**src/rtl/bnn_layer_sequencer.sv**
```systemverilog
// -----------------------------------------------------------------------------
// bnn_layer_sequencer
//
// Central controller for a chain of NUM_LAYERS binarised-NN layer blocks. It
// moves one frame through the chain one layer at a time. It launches layer k,
// waits for layer k to latch its inputs, waits for layer k's result, and then
// moves on to layer k+1. The upstream layer k-1 keeps its result held until
// layer k has been seen in its receive state. After the last layer, the result
// is presented to the classifier through done/done_ack.
//
// A per-step watchdog aborts into an error state when any layer-wait step
// stalls. A frame latency counter measures the cycles from start accept to
// DONE entry.
//
// Ports
//   clk           in   clock
//   xrst          in   asynchronous active-low reset
//   start         in   frame available at layer 0 input
//   start_ready   out  sequencer idle and layer 0 ready to take a frame
//   lyr_rcv_req   in   per-layer: layer idle, ready to latch new inputs
//   lyr_snd_ack   in   per-layer: layer in send state, outputs final
//   lyr_rcv_ack   out  per-layer one-cycle launch pulse
//   lyr_snd_req   out  per-layer: hold the layer's result
//   done          out  final-layer outputs valid
//   done_ack      in   consumer has taken the result
//   busy          out  frame in flight (not IDLE / ERR)
//   cur_layer     out  index of the active layer
//   err           out  watchdog fired
//   clr_err       in   leave the error state
//   cycle_count   out  cycles from start accept to DONE entry
// -----------------------------------------------------------------------------
module bnn_layer_sequencer #(
   parameter int NUM_LAYERS = 4,     // 2..8
   parameter int TIMEOUT    = 1023,  // watchdog limit, must fit in 10 bits
   parameter int CW         = 16
) (
   input  logic                  clk,
   input  logic                  xrst,
   input  logic                  start,
   output logic                  start_ready,
   input  logic [NUM_LAYERS-1:0] lyr_rcv_req,
   input  logic [NUM_LAYERS-1:0] lyr_snd_ack,
   output logic [NUM_LAYERS-1:0] lyr_rcv_ack,
   output logic [NUM_LAYERS-1:0] lyr_snd_req,
   output logic                  done,
   input  logic                  done_ack,
   output logic                  busy,
   output logic [2:0]            cur_layer,
   output logic                  err,
   input  logic                  clr_err,
   output logic [CW-1:0]         cycle_count
);

   localparam int             WDW      = 10;
   localparam logic [2:0]     LAST     = 3'(NUM_LAYERS - 1);
   localparam logic [WDW-1:0] WD_LIMIT = WDW'(TIMEOUT);

   typedef enum logic [2:0] {
      S_IDLE,
      S_LAUNCH,
      S_LATCH,
      S_COMPUTE,
      S_DONE,
      S_DRAIN,
      S_ERR
   } state_e;

   state_e                state_q, state_d;
   logic [2:0]            k_q, k_d;
   logic [NUM_LAYERS-1:0] snd_req_q, snd_req_d;
   logic                  err_q, err_d;
   logic [WDW-1:0]        wd_q, wd_d;
   logic [CW-1:0]         cnt_q, cnt_d;

   // One-hot select of the active layer and of its upstream neighbour.
   // Shifting the select right yields zero for k==0, so the release of
   // layer k-1 needs no special case for the first layer.
   logic [NUM_LAYERS-1:0] k_sel;
   logic [NUM_LAYERS-1:0] k_prev_sel;
   logic                  rcv_req_k;
   logic                  snd_ack_k;
   logic                  wd_run;
   logic [WDW-1:0]        wd_inc;
   logic                  counting;

   assign k_sel      = NUM_LAYERS'(1) << k_q;
   assign k_prev_sel = k_sel >> 1;
   assign rcv_req_k  = |(lyr_rcv_req & k_sel);
   assign snd_ack_k  = |(lyr_snd_ack & k_sel);

   // The watchdog only runs while the sequencer waits on a layer. IDLE and
   // DONE wait on external parties, and ERR waits for software.
   assign wd_run = (state_q == S_LAUNCH)  || (state_q == S_LATCH) ||
                   (state_q == S_COMPUTE) || (state_q == S_DRAIN);
   assign wd_inc = wd_q + WDW'(1);

   // ---------------------------------------------------------------------
   // Next-state and Moore outputs
   // ---------------------------------------------------------------------
   always_comb begin
      // NOTE: every variable assigned here gets a default first, so no path
      // can leave one unassigned and infer a latch.
      state_d     = state_q;
      k_d         = k_q;
      snd_req_d   = snd_req_q;
      err_d       = err_q;
      lyr_rcv_ack = '0;

      case (state_q)
         S_IDLE: begin
            if (start && start_ready) begin
               k_d     = '0;
               state_d = S_LAUNCH;
            end
         end

         S_LAUNCH: begin
            // The pulse follows the layer's request combinationally. The
            // state leaves on the same edge, so it lasts exactly one cycle.
            lyr_rcv_ack = lyr_rcv_req & k_sel;
            if (rcv_req_k) begin
               state_d = S_LATCH;
            end
         end

         S_LATCH: begin
            // rcv_req low means layer k is latching at this edge. Only now
            // may the upstream layer drop the result it has been holding.
            if (!rcv_req_k) begin
               snd_req_d = (snd_req_q | k_sel) & ~k_prev_sel;
               state_d   = S_COMPUTE;
            end
         end

         S_COMPUTE: begin
            if (snd_ack_k) begin
               if (k_q == LAST) begin
                  state_d = S_DONE;
               end else begin
                  k_d     = k_q + 3'd1;
                  state_d = S_LAUNCH;
               end
            end
         end

         S_DONE: begin
            if (done_ack) begin
               snd_req_d = snd_req_q & ~k_sel;
               state_d   = S_DRAIN;
            end
         end

         S_DRAIN: begin
            if (!snd_ack_k) begin
               k_d     = '0;
               state_d = S_IDLE;
            end
         end

         S_ERR: begin
            if (clr_err) begin
               err_d   = 1'b0;
               k_d     = '0;
               state_d = S_IDLE;
            end
         end

         default: begin
            state_d = S_IDLE;
         end
      endcase

      // A regular transition on the same cycle wins over the watchdog. The
      // watchdog only aborts a step that would otherwise keep waiting.
      if (wd_run && (wd_inc == WD_LIMIT) && (state_d == state_q)) begin
         state_d   = S_ERR;
         err_d     = 1'b1;
         snd_req_d = '0;
      end
   end

   // ---------------------------------------------------------------------
   // Watchdog and frame latency counter
   // ---------------------------------------------------------------------
   // The latency counter runs only in the layer-walking states. It freezes
   // from DONE entry through DRAIN and IDLE, until the next accept clears it.
   assign counting = (state_q == S_LAUNCH) || (state_q == S_LATCH) ||
                     (state_q == S_COMPUTE);

   always_comb begin
      wd_d = wd_q;
      if (state_d != state_q) begin
         wd_d = '0;
      end else if (wd_run) begin
         wd_d = wd_inc;
      end

      cnt_d = cnt_q;
      if ((state_q == S_IDLE) && (state_d == S_LAUNCH)) begin
         cnt_d = '0;
      end else if (counting && (cnt_q != '1)) begin
         cnt_d = cnt_q + CW'(1);
      end
   end

   // ---------------------------------------------------------------------
   // State registers
   // ---------------------------------------------------------------------
   always_ff @(posedge clk or negedge xrst) begin
      if (!xrst) begin
         state_q   <= S_IDLE;
         k_q       <= '0;
         snd_req_q <= '0;
         err_q     <= 1'b0;
         wd_q      <= '0;
         cnt_q     <= '0;
      end else begin
         // NOTE: registers use non-blocking assignments, so every register
         // samples the values from before the edge, whatever the order.
         state_q   <= state_d;
         k_q       <= k_d;
         snd_req_q <= snd_req_d;
         err_q     <= err_d;
         wd_q      <= wd_d;
         cnt_q     <= cnt_d;
      end
   end

   // ---------------------------------------------------------------------
   // Outputs
   // ---------------------------------------------------------------------
   assign start_ready = (state_q == S_IDLE) && lyr_rcv_req[0];
   assign busy        = (state_q != S_IDLE) && (state_q != S_ERR);
   assign done        = (state_q == S_DONE);
   assign err         = err_q;
   assign cur_layer   = k_q;
   assign lyr_snd_req = snd_req_q;
   assign cycle_count = cnt_q;

endmodule

```
**config.mk**
```make
export PLATFORM = sky130hd
export DESIGN_NAME = bnn_layer_sequencer
export DESIGN_NICKNAME = d
export VERILOG_FILES = /design/src/rtl/bnn_layer_sequencer.sv
export SDC_FILE = /design/constraint.sdc
export NUM_CORES = 1
export LEC_CHECK = 0
export ABC_AREA = 1
export CAP_MARGIN = 10
export CORE_UTILIZATION = 40
export DETAILED_ROUTE_END_ITERATION = 12
export GPL_TIMING_DRIVEN = 1
export SYNTH_ARGS = -nofsm -noshare
export SYNTH_HDL_FRONTEND = slang
export SYNTH_SLANG_ARGS = --single-unit
```
**constraint.sdc**
```tcl
create_clock -name clk -period 4.68 [get_ports clk]
set_input_delay 0.936 -clock clk [delete_from_list [all_inputs] [get_ports clk]]
set_output_delay 0.936 -clock clk [all_outputs]
set_load 0.02 [all_outputs]
```
Yosys cells after proc, flatten, opt, wreduce, memory -nomap -nowiden

Index checks and enable logic that the tools add are counted.

Memories: 0
Register bits after elaboration: 37
ROM bits: 0
Output and inout bits: 31
RAM bits: 0
Input port bits: 13
Bits in latches: 0
Word-level logic and storage cells: 88

Eq/ne operators: 20
Shift-type cells: 1
Muxes and demuxes: 28
Multiply operators: 0
$lt $le $gt $ge: 0
Reduce and logical (&&, ||, !) cells: 23
Bitwise gates (word level): 7
$add $sub $neg: 3
Div/mod/pow operators: 0

Operators with widths:

| kind                                           | count |
|---|---|
| two-way mux 3 bit                              | 14 |
| two-way mux 16 bit                             | 2 |
| case mux 3 bit (7 select lines)                | 1 |
| two-way mux 10 bit                             | 2 |
| adder 16 x 1 -> 16 bit (second input constant) | 1 |
| AND 4 bit                                      | 4 |
| two-way mux 4 bit                              | 4 |
| != test 16 bit (second input constant)         | 1 |
| case mux 3 bit (4 select lines)                | 1 |
| adder 10 x 1 -> 10 bit (second input constant) | 1 |
| == test 10 bit (second input constant)         | 1 |
| != test 2 bit (second input constant)          | 5 |
| == test 3 x 2 -> 1 bit (second input constant) | 3 |
| == test 3 bit (second input constant)          | 3 |
| case mux 4 bit (2 select lines)                | 1 |
| nonzero test 2 bit                             | 4 |
| OR reduction 4 bit                             | 2 |
| logical AND 1 bit                              | 7 |
| == test 3 x 1 -> 1 bit (second input constant) | 2 |
| != test 3 bit (second input constant)          | 2 |
| AND reduction 6 bit                            | 1 |
| nonzero test 3 bit                             | 2 |
| inverter 3 -> 4 bit                            | 1 |
| inverter 4 bit                                 | 1 |
| other kinds (12)                               | 16 |

Logic depth before layout (Yosys ltp)

Word-level depth: 11
Gate-level depth with buffers: 17
Gate-level depth less buffers: 16

Worst setup path after synthesis

No wires, ideal clock.

Kind: input-to-output
Start point: in lyr_rcv_req[0]
End point: out lyr_rcv_ack[0]
Data required time: 3.744 ns
Arrival time: 1.323 ns
Stages: 2
Setup slack: 2.421 ns
Path buffers: 0
Cell sequence: nand3_1 nor2_1

Longest elaborated chain between the ends: 2

Ends and longest elaborated chain:

| what              | RTL line | source |
|---|---|---|
| from (decl)       | 41       | `input logic [NUM_LAYERS-1:0] lyr_rcv_req,` |
| AND 4 bit         | 120      | `lyr_rcv_ack = lyr_rcv_req & k_sel;` |
| two-way mux 4 bit | 109      | `case (state_q)` |
| to (decl)         | 43       | `output logic [NUM_LAYERS-1:0] lyr_rcv_ack,` |

No other way between the ends.

Worst setup path in the final report

Same ends and word-level chain as after synthesis.

==> flow_results.org <==
** Outcome
- The flow ran to the end, and the final reports show no timing, DRC or antenna violations.

** Timing
- Worst slew margin relative to its limit :: 0.422
- The count of final hold-check violations was 0.
- Setup repair after global routing left no endpoint under its margin.
- Fin. max-slew vios :: 0
- At the pin with the least slew margin, the transition time is 0.867 ns.
- Worst Skew :: ~0.0036 ns
- Post-route clock period utilization :: 0.691
- In the final timing run, aggregate negative setup slack is 0 ns.
- Subtracting the final worst setup slack from the clock period gives roughly 3.2 ns.
- Fmax :: 309 MHz
- Setup-violating endpoint count in the final report :: 0

** Critical path
- Buf/Inv on CP :: 2
- The worst setup path is captured at an output pin.
- Kind of start point of the critical path :: primary input
- Among the stages of the critical path, the cell type that occurs most often is sky130_fd_sc_hd__clkdlybuf4s50_1.
- Startpoint-to-endpoint class of the critical path :: in2out
- CP max stage delay :: slightly above 0.6 ns
- The worst register-to-register path has a setup slack of between 2 and 2.5 ns.
- For this design, the slowest cell found on the critical path is sky130_fd_sc_hd__clkdlybuf4s50_1.
- Setup crit start :: lyr_rcv_req[0]
- Critical-path cell list :: clkdlybuf4s50_1 -> nand3_1 -> nor2_1 -> clkdlybuf4s50_1
- Number of gates on the worst path with buffers counted :: 4
- Worst Reg2Reg Path Length in Cells :: 10
- Worst endpoint required time :: ~3.7 ns
- In this run the critical register-to-register path is launched from cur_layer[1].
- In this run the critical register-to-register path is captured at lyr_snd_req[0].
- Data arrival at the endpoint of the critical path :: 2.30 ns
- Grouping stages by cell kind, the critical path spends the most delay in buffers and inverters.
- Along the worst path, the maximum fanout reaches 3.

** Global route
- In the global route stage, overall resource usage came out at 0.196.
- Entering global routing, the biggest net connects 38 pins.
- Antenna violations before repair :: 0
- After global routing the overflow that remains totals 0.
- The number of global-route vias before repair is around 2400.
- First-pass GRT wire length :: 10.9 mm

** Power and ir drop
- Total power density per cell area :: around 570 nW/um2
- Total power for the finished layout comes to 1.83 mW.
- Across the VDD grid, the largest voltage drop is roughly 330 uV.
- The analysis attributes to cell leakage a power of ~1.5 nW.

** Min path
- Min-delay worst type :: reg2reg
- In this run the most critical hold path is launched from err.
- Counting instances, the worst hold path has a depth of 1.
- The path with the worst hold slack has its endpoint at err.

** Detailed routing
- After detailed routing, the average wire length per cell comes to approximately 13 um.
- DRC violations left :: 0
- Via total after detailed routing :: roughly 2400
- Once detail routing completed, the nets flagged for antenna violations numbered 0.
- Average via count per standard cell :: between 5 and 6
- The first detailed-routing pass took 4 iterations.
- Detailed-route wire length :: 6.11 mm
- After the first detailed-routing iteration, the DRC count stood at between 90 and 100.

** Final layout
- Commonest non-fill, non-tap cells in the layout :: sky130_fd_sc_hd__nand2_1 (74), sky130_fd_sc_hd__nor2_1 (48), sky130_fd_sc_hd__inv_1 (46), sky130_fd_sc_hd__clkdlybuf4s50_1 (42), sky130_fd_sc_hd__dfrtp_1 (37)
- Count of inserted antenna diode cells :: 0
- Once layout is done, the placed cells without fillers occupy roughly 3200 um2.
- Once layout is complete, the utilization of the core stands at 0.507.
- Final Net Count :: 421
- Fraction of final layout cells sized beyond drive strength 1 :: 0.122
- Number of filler cells placed in the layout :: 638
- The area growth from synthesis to layout is 22.6%.
- Most common library cell in the layout ignoring fill and taps :: sky130_fd_sc_hd__nand2_1

** Yosys
- Summed instance area of the synthesized netlist :: 2630 um2
- Synthesized Nets :: approximately 380
- During synthesis, Yosys emitted a total of 0 warnings.
- After synthesis the netlist holds a flip-flop and latch count of 37.
- Mapped Cells :: 355
- Mean Syn Cell Area :: around 7.4 um2
- Of the synthesized area, sequential elements account for 0.352.
- Unique cell type count in the Yosys netlist :: 43

** Clocking
- Later-pin clock latency in the skew report :: 0.29 ns
- Register clock-pin slew on the reported worst setup and hold paths :: approximately 0.07 ns
- Number of setup buffers added after CTS :: 0
- Clock Path Buffers :: 2
- CTS tree :: built
- CTS-repair resized insts :: 0
- Clock Root Buffer :: sky130_fd_sc_hd__clkbuf_8
- Count of H-tree levels built during CTS :: 2
- Number of buffers added by the clock tree synthesis step :: 5
- Clock tree sinks :: 37
- In this run, post-CTS hold repair placed 0 buffers.

** Floorplanning
- In this run the count of I/O pins placed on the die edge is 44.
- Die span in x :: 83.1 um
- Measured along the y axis, the die boundary spans 83.1 um.
- Effective utilization at floorplan :: 0.414
- The initialized floorplan defines 29 standard-cell rows.
- Core Region :: approximately 6300 um2
- The die covers roughly 6900 um2.

** Place
- RePlAce Congestion :: ~0.84
- The wire-length estimate of the detail-placed layout is ~4.7 mm.
- Cell area reported after detailed placement :: ~3100 um2
- Number of port buffers :: 43

** Run
- Max-cap violations in this run came to 0.
==> cell type report <==
class / count / area (um2) / area share
multi-input combinational: 261 / 1460 / 0.452
sequential: 37 / 926 / 0.287
timing repair buffer: 43 / 425 / 0.132
inverter: 52 / 200 / 0.0621
tap: 77 / 96.3 / 0.0299
clock buffer: 7 / 86.3 / 0.0268
clock inverter: 1 / 30.0 / 0.00932
==> per-layer routing <==
| layer | wire [um] | part of all wire | track usage |
|---|---|---|---|
| met2 | 2870 | 0.47 | 0.319 |
| met3 | 243 | 0.040 | 0.0388 |
| met4 | 149 | 0.024 | 0.0737 |
| met1 | 2850 | 0.47 | 0.256 |
| met5 | 0 | 0 | 0 |
==> kinds of logic (layout without fill, tap and decap cells) <==
group | Yosys count | in the layout | synth area share
xor gates and xnor gates | 9 | 9 | 0.0300
muxes | 2 | 2 | 0.00810
and+or+nand+nor | 202 | 202 | 0.382
AOI/OAI and AO/OA | 40 | 40 | 0.0962
buffers and inverters | 57 | 103 | 0.0929
DFF | 37 | 37 | 0.352
adders and majority gates | 8 | 8 | 0.0381
==> sequential cells by signal (all words and copies together) (netlist names) <==
name,flops
cycle_count,16
wd_q,10
lyr_snd_req,4
cur_layer,3
state_q,3
err,1
==> power by group <==
part | internal (mW) | switching, mW | total (mW)
registers | 0.411 | 0.0987 | 0.509
clock network | 0.174 | 0.119 | 0.293
logic | 0.385 | 0.644 | 1.03
total | 0.970 | 0.862 | 1.83
==> cell usage after synthesis (all sizes together) <==
cell	n	area [um2]
o21ai	20	111
nand2	84	350
o2111ai	1	8.76
inv	52	200
a21oi	9	52.6
mux2i	1	10.0
buf	4	33.8
nor2	53	216
nor3b	1	7.51
mux2	1	11.3
dfrtp	37	926
o211ai	1	7.51
a32oi	1	8.76
a22o	1	8.76
nand3	27	158
a211oi	2	15.0
nor4	3	25.0
nand3b	2	27.5
xor2	9	78.8
ha	8	100
a21boi	1	11.3
nand4	8	50.1
o31ai	1	7.51
a31oi	1	6.26
o21a	1	7.51
o21bai	1	7.51
nor3	24	170
dlygate4sd3	1	10.0
==> through the flow <==
| stage | setup slack [ns] | std cells | hold WS, ns |
|---|---|---|---|
| after global placement | 1.44 | 470 | 0.529 |
| after detailed placement | 1.45 | 470 | 0.517 |
| final | 1.45 | 478 | 0.531 |
| after CTS | 1.44 | 478 | 0.539 |
| after floorplan | 2.42 | 355 | 0.623 |
| after global routing | 1.37 | 478 | 0.576 |
==> how the worst max path moves through the flow <==
| stage | slack [ns] | to |
|---|---|---|
| 2_1_floorplan | 2.42 | lyr_rcv_ack[0] |
| 3_3_place_gp | 1.44 | lyr_rcv_ack[0] |
| 3_5_place_dp | 1.45 | lyr_rcv_ack[0] |
| 4_1_cts | 1.44 | lyr_rcv_ack[0] |
| 5_1_grt | 1.37 | lyr_rcv_ack[0] |
| 6_report | 1.45 | lyr_rcv_ack[0] |
==> worst reg2reg max path, cell delays in order, from the launching register on <==
cell and delay [ns]:
sky130_fd_sc_hd__dfrtp_1 0.43, sky130_fd_sc_hd__ha_1 0.20, sky130_fd_sc_hd__ha_1 0.27, sky130_fd_sc_hd__nand2_1 0.11, sky130_fd_sc_hd__nand2_1 0.06, sky130_fd_sc_hd__nor2_2 0.23, sky130_fd_sc_hd__nor2_1 0.10, sky130_fd_sc_hd__o211ai_1 0.24
sky130_fd_sc_hd__inv_1 0.11, sky130_fd_sc_hd__nor4_2 0.51, sky130_fd_sc_hd__nor3_1 0.09
Power figures use the tool's default switching activity.
